<file path="config.mk">
export PLATFORM = sky130hd
export DESIGN_NAME = clock_set_controller_flat
export DESIGN_NICKNAME = d
export VERILOG_FILES = /design/src/rtl/clock_set_controller_if.sv /design/src/rtl/clock_set_controller.sv /design/src/flat_wrapper.sv
export SDC_FILE = /design/constraint.sdc
export NUM_CORES = 1
export LEC_CHECK = 0
export CELL_PAD_IN_SITES_DETAIL_PLACEMENT = 1
export CELL_PAD_IN_SITES_GLOBAL_PLACEMENT = 2
export CORE_ASPECT_RATIO = 0.7
export CORE_MARGIN = 3
export CORE_UTILIZATION = 41
export CTS_CLUSTER_DIAMETER = 200
export CTS_CLUSTER_SIZE = 40
export DETAILED_ROUTE_END_ITERATION = 16
export PLACE_DENSITY_LB_ADDON = 0.1
export SETUP_SLACK_MARGIN = 0.05
export SLEW_MARGIN = 25
export SYNTH_ARGS = -nofsm -noshare
export SYNTH_HDL_FRONTEND = slang
export SYNTH_SLANG_ARGS = --single-unit
</file>
<file path="constraint.sdc">
create_clock -name clk -period 7 [get_ports clk]
set_input_delay 0.7 -clock clk [delete_from_list [all_inputs] [get_ports clk]]
set_output_delay 0.7 -clock clk [all_outputs]
set_load 0.02 [all_outputs]
</file>
<file path="src/rtl/clock_set_controller_if.sv">
// Signal bundle between the clock-set controller and the sec/min/hour counter chain.
interface clock_set_controller_if;
  logic       tick;
  logic       mode_btn;
  logic       inc_held;
  logic       sec_carry;
  logic       min_carry;
  logic       sec_in;
  logic       min_in;
  logic       hr_in;
  logic [1:0] mode;
  logic       blink;

  modport master (
    input  tick, mode_btn, inc_held, sec_carry, min_carry,
    output sec_in, min_in, hr_in, mode, blink
  );

  modport slave (
    output tick, mode_btn, inc_held, sec_carry, min_carry,
    input  sec_in, min_in, hr_in, mode, blink
  );
endinterface

</file>
<file path="src/rtl/clock_set_controller.sv">
// Mode/set sequencer for the digital clock: forwards tick/carries in RUN, steers
// increment pulses (press + auto-repeat) to one counter in SET modes.
module clock_set_controller #(
  parameter int unsigned HOLD_CYC   = 50_000_000,
  parameter int unsigned RPT_CYC    = 10_000_000,
  parameter int unsigned TIMEOUT_S  = 10,
  parameter int unsigned BLINK_HALF = 25_000_000
) (
  input  logic                   clk,
  input  logic                   clr,
  clock_set_controller_if.master bus
);

  localparam int unsigned HW = $clog2(HOLD_CYC + 1);
  localparam int unsigned RW = $clog2(RPT_CYC + 1);
  localparam int unsigned TW = $clog2(TIMEOUT_S + 1);
  localparam int unsigned BW = $clog2(BLINK_HALF + 1);

  localparam logic [HW-1:0] HOLD_MAX   = HW'(HOLD_CYC);
  localparam logic [RW-1:0] RPT_LOAD   = RW'(RPT_CYC - 1);
  localparam logic [TW-1:0] TO_LAST    = TW'(TIMEOUT_S - 1);
  localparam logic [TW-1:0] TO_MAX     = TW'(TIMEOUT_S);
  localparam logic [BW-1:0] BLINK_LAST = BW'(BLINK_HALF - 1);

  typedef enum logic [1:0] {
    RUN     = 2'd0,
    SET_HR  = 2'd1,
    SET_MIN = 2'd2,
    SET_SEC = 2'd3
  } mode_t;

  mode_t          mode_q;
  mode_t          mode_nx;
  logic           held_q;
  logic           inc_pulse;
  logic           inc_fire;
  logic           to_hit;
  logic           blink_q;
  logic [HW-1:0]  hold_cnt;
  logic [RW-1:0]  rpt_cnt;
  logic [TW-1:0]  to_cnt;
  logic [BW-1:0]  blink_cnt;

  // A mode press in the same cycle suppresses any increment that would fire.
  always_comb begin
    inc_fire = 1'b0;
    if (mode_q != RUN && bus.inc_held && !bus.mode_btn) begin
      if (!held_q)
        inc_fire = 1'b1;
      else if (hold_cnt == HOLD_MAX && rpt_cnt == '0)
        inc_fire = 1'b1;
    end
  end

  assign to_hit = (mode_q != RUN) && bus.tick && (to_cnt == TO_LAST) && !inc_fire;

  always_comb begin
    mode_nx = mode_q;
    if (bus.mode_btn) begin
      case (mode_q)
        RUN:     mode_nx = SET_HR;
        SET_HR:  mode_nx = SET_MIN;
        SET_MIN: mode_nx = SET_SEC;
        default: mode_nx = RUN;
      endcase
    end else if (to_hit) begin
      mode_nx = RUN;
    end
  end

  always_ff @(posedge clk) begin
    if (clr) begin
      mode_q    <= RUN;
      held_q    <= 1'b0;
      inc_pulse <= 1'b0;
      hold_cnt  <= '0;
      rpt_cnt   <= '0;
      to_cnt    <= '0;
      blink_q   <= 1'b0;
      blink_cnt <= '0;
    end else begin
      mode_q    <= mode_nx;
      held_q    <= bus.inc_held;
      inc_pulse <= inc_fire;

      // Hold phase counts up to HOLD_MAX; repeat phase reloads a down-counter.
      if (mode_q == RUN || !bus.inc_held || bus.mode_btn) begin
        hold_cnt <= '0;
        rpt_cnt  <= '0;
      end else if (!held_q) begin
        hold_cnt <= HW'(1);
        rpt_cnt  <= '0;
      end else if (hold_cnt != HOLD_MAX) begin
        hold_cnt <= hold_cnt + HW'(1);
      end else if (rpt_cnt == '0) begin
        rpt_cnt <= RPT_LOAD;
      end else begin
        rpt_cnt <= rpt_cnt - RW'(1);
      end

      if (mode_q == RUN || bus.mode_btn || inc_fire)
        to_cnt <= '0;
      else if (bus.tick && to_cnt != TO_MAX)
        to_cnt <= to_cnt + TW'(1);

      if (mode_nx == RUN) begin
        blink_q   <= 1'b0;
        blink_cnt <= '0;
      end else if (mode_nx != mode_q || inc_fire) begin
        blink_q   <= 1'b1;
        blink_cnt <= '0;
      end else if (blink_cnt == BLINK_LAST) begin
        blink_q   <= ~blink_q;
        blink_cnt <= '0;
      end else begin
        blink_cnt <= blink_cnt + BW'(1);
      end
    end
  end

  always_comb begin
    bus.sec_in = 1'b0;
    bus.min_in = 1'b0;
    bus.hr_in  = 1'b0;
    case (mode_q)
      RUN: begin
        bus.sec_in = bus.tick;
        bus.min_in = bus.sec_carry;
        bus.hr_in  = bus.min_carry;
      end
      SET_HR:  bus.hr_in  = inc_pulse;
      SET_MIN: bus.min_in = inc_pulse;
      default: bus.sec_in = inc_pulse;
    endcase
  end

  assign bus.mode  = mode_q;
  assign bus.blink = blink_q;

endmodule
</file>
<file path="src/flat_wrapper.sv">
// flat-port wrapper written by rule: the top's interface ports become plain ports
module clock_set_controller_flat 
#(
  parameter int unsigned HOLD_CYC   = 50_000_000,
  parameter int unsigned RPT_CYC    = 10_000_000,
  parameter int unsigned TIMEOUT_S  = 10,
  parameter int unsigned BLINK_HALF = 25_000_000
)
  (clk, clr, bus_tick, bus_mode_btn, bus_inc_held, bus_sec_carry, bus_min_carry, bus_sec_in, bus_min_in, bus_hr_in, bus_mode, bus_blink);
  clock_set_controller_if bus_i ();
  input  logic clk;
  input  logic clr;
  input wire logic [$bits(bus_i.tick)-1:0] bus_tick;
  input wire logic [$bits(bus_i.mode_btn)-1:0] bus_mode_btn;
  input wire logic [$bits(bus_i.inc_held)-1:0] bus_inc_held;
  input wire logic [$bits(bus_i.sec_carry)-1:0] bus_sec_carry;
  input wire logic [$bits(bus_i.min_carry)-1:0] bus_min_carry;
  output wire logic [$bits(bus_i.sec_in)-1:0] bus_sec_in;
  output wire logic [$bits(bus_i.min_in)-1:0] bus_min_in;
  output wire logic [$bits(bus_i.hr_in)-1:0] bus_hr_in;
  output wire logic [$bits(bus_i.mode)-1:0] bus_mode;
  output wire logic [$bits(bus_i.blink)-1:0] bus_blink;
  assign bus_i.tick = bus_tick;
  assign bus_i.mode_btn = bus_mode_btn;
  assign bus_i.inc_held = bus_inc_held;
  assign bus_i.sec_carry = bus_sec_carry;
  assign bus_i.min_carry = bus_min_carry;
  assign bus_sec_in = bus_i.sec_in;
  assign bus_min_in = bus_i.min_in;
  assign bus_hr_in = bus_i.hr_in;
  assign bus_mode = bus_i.mode;
  assign bus_blink = bus_i.blink;
  clock_set_controller #(.HOLD_CYC(HOLD_CYC), .RPT_CYC(RPT_CYC), .TIMEOUT_S(TIMEOUT_S), .BLINK_HALF(BLINK_HALF)) u_core (.clk(clk), .clr(clr), .bus(bus_i));
endmodule
</file>
==> flow_summary.toml, run 1 <==
[synth]
synth.top_cell.area_share_pct = 41.16
synth_fp_nets = 502
yosys.cell_types.count = 49
ys.flop_type = "sky130_fd_sc_hd__dfxtp_1"
netlist_instances = 484
synth-seq-area-share_pct = 41.16
synthesis.area_per_instance_um2 = 8.440
synthesis.yosys.warnings = 0
synth_enable_flop_cells = 0
syn_area_mm2 = 0.004085
dominant_cell_type_by_area_after_synthesis = "sky130_fd_sc_hd__dfxtp_1"
yosys-top-cells-area = "sky130_fd_sc_hd__dfxtp_1 41%, sky130_fd_sc_hd__xor2_1 9.0%, sky130_fd_sc_hd__nor2_1 7.4%"
ys_ff_latch = 84
synth_async_sr_flop_share_pct = 0

[pwr]
worst_ir_drop_vdd_v = 0.0001038
share_seq_of_total_power_pct = 50.4
total_leakage_power_nw = 1.541
power_switching_mw = 0.2168
sw_frac_of_total_pct = 22.44
p_per_area_mw_per_mm2 = 210.8
internal_power_mw = 0.7493
combinationalPowerShare_pct = 5.6
part_of_the_total_power_dissipated_in_the_clock_network_pct = 44.0

[worst_setup_path]
crit-reg2reg-launch = "u_core.hold_cnt[7]"
endpoint_kind = "flop"
worst-endpoint-arrival_ns = 3.48
reg2reg_capture_point = "u_core.blink_cnt[5]"
timing_worst_setup_path_type = "flop to flop"
path_max_fanout = 16
worst_setup_path_start_kind = "flop"
worstRegToRegCells = 6
worst_setup_path_startpoint = "u_core.hold_cnt[7]"
timing.critical_path.required_ns = 7.26
r2r_setup_slack_ns = 3.78
critPathCapture = "u_core.blink_cnt[5]"

[drt]
ant_nets = 0
route.detailed.vias_per_inst = 5.440
drt_drc_violations_left = 0
via_count = 3389
drt_iter0_markers = 184
drtPass1Iterations = 4
wl_mm = 9.763
post_drt_wl_per_cell_um = 15.67

[die]
die_h_um = 89.52
initial_standard_cell_utilization_of_the_core_pct = 43.64
design.die.area_mm2 = 0.01122
placeableCoreArea_mm2 = 0.009361
die_width_um = 125.3
num_ports = 13
placementRows = 29

[cts]
clk-insertion-delay-late_ns = 0.34
cts_root_buf = "sky130_fd_sc_hd__clkbuf_16"
post_cts_resized = 0
cts_tree = "yes"
cts_max_path_buffers = 2
cts_sinks = 84
post_cts_hold_buffer_count = 0
clkSlewWorstSetupHoldPaths_ns = 0.06
post_cts_setup_buffers = 0
numCtsBuffers = 9
cts_htree_levels = 3

[placed_design]
pre_cts_slack_ns = 3.783
hpwl_mm = 7.128
gpl_wtd_cong = 0.7696
io_buffers = 12
placed_cell_area_mm2 = 0.004318

[flow_run]
max_cap_viol_count = 0

[sta]
clock-skew-final_ns = 0.005418
post-route-period-util_pct = 46.00
setup-tns-final_ns = 0
finalSetupViolations = 0
final_hold_viol_count = 0
fmax_mhz = 310.6
final_max_slew_viol_count = 0
clock_period_minus_final_worst_setup_slack_ns = 3.220
postLayoutSetupSlackWorst_ns = 3.780
setup_repair_after_global_routing_missed_its_margin = "false"
worst_pin_slew_ns = 0.7222
relSlewSlack_pct = 51.67

[final_layout]
area.growth.synth_to_final_pct = 12.19
antenna_cells = 0
post_route_cells_drive_above_1_share_pct = 4.609
nets = 514
stdcell_area_mm2 = 0.004583

[grt]
grt_util_all_layers_pct = 18.42
aggregate_global_routing_overflow = 0
antenna_found_initial = 0
grt_pass1_vias = 3369
grt_first_pass_wirelength_mm = 16.63
grt_max_degree = 39

[worst_hold_path]
min-delay-path-class = "flop to flop"

[run_status]
run_status = "completed"
state kept, by name, indices dropped and copies added (netlist names):
register	cells
u_core.bus.blink	1
u_core.inc_pulse	1
u_core.bus.mode	2
u_core.held_q	1
u_core.blink_cnt	25
u_core.hold_cnt	26
u_core.rpt_cnt	24
u_core.to_cnt	4
per-layer routing:
layer | vias up | global-route usage, % | part of all wire (%)
met4 | 0 | 7.087 | 1.6
met3 | 11 | 4.776 | 3.8
met1 | 1617 | 25.53 | 54
li1 | 1703 | - | -
met2 | 58 | 27.74 | 40
met5 | - | 0 | 0
worst max-delay path, stage by stage (launching register included):
cell and delay, ns:
sky130_fd_sc_hd__dfxtp_1 0.44, sky130_fd_sc_hd__or4b_1 0.50, sky130_fd_sc_hd__or4_1 0.57, sky130_fd_sc_hd__or4_1 0.78, sky130_fd_sc_hd__a41oi_4 0.34, sky130_fd_sc_hd__o211ai_2 0.33
sky130_fd_sc_hd__nor2_1 0.19
Yosys cell counts, types with 2 or more instances:
master / instances
sky130_fd_sc_hd__dfxtp_1: 84
sky130_fd_sc_hd__nor2_1: 81
sky130_fd_sc_hd__xor2_1: 42
sky130_fd_sc_hd__nand2_1: 33
sky130_fd_sc_hd__nand3_1: 30
sky130_fd_sc_hd__xnor2_1: 26
sky130_fd_sc_hd__nor3_1: 25
sky130_fd_sc_hd__nand4_1: 19
sky130_fd_sc_hd__a21oi_1: 17
sky130_fd_sc_hd__nor4_1: 13
sky130_fd_sc_hd__inv_1: 12
sky130_fd_sc_hd__and3_1: 11
sky130_fd_sc_hd__ha_1: 11
sky130_fd_sc_hd__clkbuf_1: 10
sky130_fd_sc_hd__or3_1: 8
sky130_fd_sc_hd__o21ai_0: 7
sky130_fd_sc_hd__or4_1: 5
sky130_fd_sc_hd__nor2b_1: 4
sky130_fd_sc_hd__and2_1: 3
sky130_fd_sc_hd__and4_1: 3
sky130_fd_sc_hd__or2_1: 3
sky130_fd_sc_hd__or2_2: 3
sky130_fd_sc_hd__a21o_1: 2
sky130_fd_sc_hd__a22o_1: 2
sky130_fd_sc_hd__a311oi_1: 2
sky130_fd_sc_hd__a31oi_1: 2
sky130_fd_sc_hd__nand2b_1: 2
sky130_fd_sc_hd__nand3b_1: 2
sky130_fd_sc_hd__nor4b_1: 2
layout by cell type, fill, tap and decap left out, types with 2 or more instances in the layout:
cell type and count:
sky130_fd_sc_hd__nand3_1 30, sky130_fd_sc_hd__nor2b_1 4, sky130_fd_sc_hd__or2_2 3, sky130_fd_sc_hd__or4_1 5, sky130_fd_sc_hd__nor4b_1 2, sky130_fd_sc_hd__and3_1 11, sky130_fd_sc_hd__clkbuf_1 2, sky130_fd_sc_hd__or2_1 3
sky130_fd_sc_hd__and2_1 3, sky130_fd_sc_hd__nor2_1 81, sky130_fd_sc_hd__a21o_1 2, sky130_fd_sc_hd__a22o_1 2, sky130_fd_sc_hd__xnor2_1 26, sky130_fd_sc_hd__and4_1 3, sky130_fd_sc_hd__ha_1 11, sky130_fd_sc_hd__dfxtp_1 84
sky130_fd_sc_hd__xor2_1 42, sky130_fd_sc_hd__o21ai_0 7, sky130_fd_sc_hd__a31oi_1 2, sky130_fd_sc_hd__or3_1 8, sky130_fd_sc_hd__clkdlybuf4s50_1 12, sky130_fd_sc_hd__nor4_1 12, sky130_fd_sc_hd__nand2_1 33, sky130_fd_sc_hd__inv_1 12
sky130_fd_sc_hd__nand2b_1 2, sky130_fd_sc_hd__nand3b_1 2, sky130_fd_sc_hd__nand4_1 19, sky130_fd_sc_hd__a311oi_1 2, sky130_fd_sc_hd__buf_4 2, sky130_fd_sc_hd__a21oi_1 17, sky130_fd_sc_hd__clkbuf_16 9, sky130_fd_sc_hd__nor3_1 25
cells by family after synthesis:
kind of cell    synth area share [%]
fa+ha+maj                      3.369
buf+inv                        2.603
flops                          41.16
simple gates                   31.03
compound gates                 7.259
xor+xnor                       14.58
how the worst min path moves through the flow:
stage	from	endpoint	slack [ns]	cells past startpoint
final	u_core.blink_cnt[0]	u_core.blink_cnt[0]	0.45	1
after global routing	u_core.blink_cnt[0]	u_core.blink_cnt[0]	0.49	1
after CTS	u_core.blink_cnt[0]	u_core.blink_cnt[0]	0.46	1
after detailed placement	u_core.blink_cnt[0]	u_core.blink_cnt[0]	0.45	1
after global placement	u_core.blink_cnt[0]	u_core.blink_cnt[0]	0.43	1
after floorplan	u_core.blink_cnt[0]	u_core.blink_cnt[0]	0.42	1
per-stage QoR:
stage	total power [mW]	utilization, %	instances	hold WS (ns)
2_1_floorplan	0.5321	-	484	0.4175
3_3_place_gp	0.5508	46.12	609	0.4292
6_report	0.9662	48.96	623	0.4526
5_1_grt	1.005	48.96	623	0.4945
3_5_place_dp	0.5523	46.12	609	0.4538
4_1_cts	0.9803	48.89	623	0.4619
final cells by class:
type,count,area [um^2]
Clock inverter,2,12.51
Sequential cell,84,1682
Multi-Input combinational cell,374,2303
Clock buffer,12,246.5
Inverter,13,48.80
Fill cell,1122,4778
Tap cell,124,155.1
Timing Repair Buffer,14,135.1
power by group through the flow:
stage	clock network [mW]	registers, mW	logic [mW]
5_1_grt	0.457	0.488	0.0602
2_1_floorplan	0	0.499	0.0335
6_report	0.425	0.487	0.0543
4_1_cts	0.438	0.487	0.0549
3_3_place_gp	0	0.497	0.0534
3_5_place_dp	0	0.497	0.0548
Note: power is estimated with default switching activity, not from simulation.
==> inputs of run 2 (changes only) <==
- CORE_UTILIZATION: 41 -> 34
- clock period: 7 -> 2.7 ns (I/O delays scaled with it)
==> flow_summary.toml, run 2 (synthesized netlist as in run 1, its figures left out) <==
[run_status]
run_status = "complete, but fails checks"
violations = "setup timing"

[flow_run]
max_cap_viol_count = 0

[drt]
dr_wl_met2_mm = 4.392
wl_mm = 10.85
post_drt_wl_per_cell_um = 15.93
route.detailed.vias_per_inst = 5.137
wl_met3_um = 250
drt_iter0_markers = 141
drt_drc_violations_left = 0
wl_met1_mm = 6.111
top_layer = "met4"
drtPass1Iterations = 4
via_count = 3498
ant_nets = 0

[worst_setup_path]
timing_worst_setup_path_type = "flop to flop"
critical-path-top-delay-family = "simple AND/OR/NAND/NOR gates"
timing.critical_path.required_ns = 2.97
critical-path-top-cell-by-count = "sky130_fd_sc_hd__or4_4"
crit-reg2reg-launch = "u_core.hold_cnt[6]"
cpMaxStageDelayCell = "sky130_fd_sc_hd__or4_4"
path_max_fanout = 8
timing.critical_path.slowest_cell_delay_ns = 0.56
cp_cell_sequence = "or4b_4 > or4_4 > or4_4 > a41oi_4 > buf_6 > o211ai_4 > nor2_1"
endpoint_kind = "flop"
worst_setup_path_startpoint = "u_core.hold_cnt[6]"
worst_setup_path_start_kind = "flop"
worst-endpoint-arrival_ns = 2.98
path_buf_inv = 1

[sta]
clock-skew-final_ns = 0.008003
final_max_slew_viol_count = 0
clock_period_minus_final_worst_setup_slack_ns = 2.716
finalSetupViolations = 3
relSlewSlack_pct = 64.63
postLayoutSetupSlackWorst_ns = -0.01638
timing.hold.ws_ns = 0.4665
worst_pin_slew_ns = 0.5257
setup_repair_after_global_routing_missed_its_margin = "true"
fmax_mhz = 368.1
post-route-period-util_pct = 100.6
final_hold_viol_count = 0

[die]
design.die.area_mm2 = 0.01339
placementRows = 32
initial_standard_cell_utilization_of_the_core_pct = 35.93
die_h_um = 97.71
die_width_um = 137.0
placeableCoreArea_mm2 = 0.01137
num_ports = 13

[pwr]
total_leakage_power_nw = 1.721
p_per_area_mw_per_mm2 = 543.7
combinationalPowerShare_pct = 7.8
worst_ir_drop_vdd_v = 0.0002948
sw_frac_of_total_pct = 24.31
share_seq_of_total_power_pct = 46.3
internal_power_mw = 2.062
part_of_the_total_power_dissipated_in_the_clock_network_pct = 45.9
power_switching_mw = 0.6624

[final_layout]
nets = 541
layout.cells.most_common_list = "83 x sky130_fd_sc_hd__dfxtp_1, 80 x sky130_fd_sc_hd__nor2_1, 42 x sky130_fd_sc_hd__xor2_1, 32 x sky130_fd_sc_hd__nand2_1, 30 x sky130_fd_sc_hd__nand3_1"
largest_register_ff_count = 26
final_util_pct = 44.07
stdcell_area_mm2 = 0.005011
area.growth.synth_to_final_pct = 22.66
antenna_cells = 0
final.fill_count = 1349
final_common_cell = "sky130_fd_sc_hd__dfxtp_1"
registers.top_by_ff_count = "u_core.hold_cnt"
post_route_cells_drive_above_1_share_pct = 13.45
largest_registers = "u_core.hold_cnt: 26 flops, u_core.blink_cnt: 25 flops, u_core.rpt_cnt: 24 flops"

[cts]
numCtsBuffers = 9
clkSlewWorstSetupHoldPaths_ns = 0.07
cts_tree = "yes"
cts_max_path_buffers = 2
cts_root_buf = "sky130_fd_sc_hd__clkbuf_16"
cts_htree_levels = 3
cts_sinks = 84
post_cts_hold_buffer_count = 0
clk-insertion-delay-late_ns = 0.34

[placed_design]
gpl_wtd_cong = 0.8284
pre_cts_slack_ns = -0.01995
io_buffers = 12
placed_cell_area_mm2 = 0.004539
hpwl_mm = 7.619

[grt]
grt_first_pass_wirelength_mm = 17.69
grt_pass1_vias = 3493
aggregate_global_routing_overflow = 0
antenna_found_initial = 0
grt_util_all_layers_pct = 16.27
grt_max_degree = 39

[worst_hold_path]
worstHoldStart = "u_core.blink_cnt[0]"
min-delay-path-class = "flop to flop"
-- run 2: worst paths after layout --
path | endpoint | slack, ns | cells past startpoint
max | u_core.blink_cnt[6] | -0.02 | 7
min | u_core.blink_cnt[0] | 0.47 | 1
max reg2reg | u_core.blink_cnt[6] | -0.02 | 7
min reg2reg | u_core.blink_cnt[0] | 0.47 | 1
-- run 2: per-layer routing --
| metal | vias to the layer above | track usage [%] |
|---|---|---|
| met2 | 34 | 23.01 |
| met3 | 9 | 3.934 |
| met1 | 1681 | 24.73 |
| met5 | - | 0 |
| met4 | 0 | 3.681 |
| li1 | 1774 | - |
-- run 2: layout make-up --
cell class | count | area, um^2 | share of cell area, %
Clock buffer | 9 | 225.2 | 4.494
Clock inverter | 7 | 76.32 | 1.523
Inverter | 13 | 48.80 | 0.9738
Multi-Input combinational cell | 375 | 2429 | 48.46
Sequential cell | 84 | 1683 | 33.58
Tap cell | 153 | 191.4 | 3.820
Timing Repair Buffer | 40 | 357.8 | 7.141
-- run 2: power groups by stage --
stage               sequential, mW  clock (mW)  combinational [mW]
global route                  1.26        1.36               0.232
detailed placement            1.29           0               0.165
finish                        1.26        1.25               0.213
CTS                           1.26        1.29               0.168
floorplan                     1.29           0              0.0930
global placement              1.29           0               0.161
-- run 2: timing repair --
action / 4_1_cts / 5_1_grt
gates cloned: 0 / 2
setup buffers: 0 / 6
gates resized for setup: 2 / 22
pin swaps: 0 / 8
endpoints found under the setup margin: 25 / 27
-- run 2: metrics by stage --
stage,TNS (ns),cells,power (mW)
after floorplan,0,484,1.386
after global placement,0,657,1.450
after detailed placement,-0.08606,657,1.454
after CTS,-0.3078,673,2.720
after global routing,-1.018,681,2.852
final,-0.03390,681,2.725
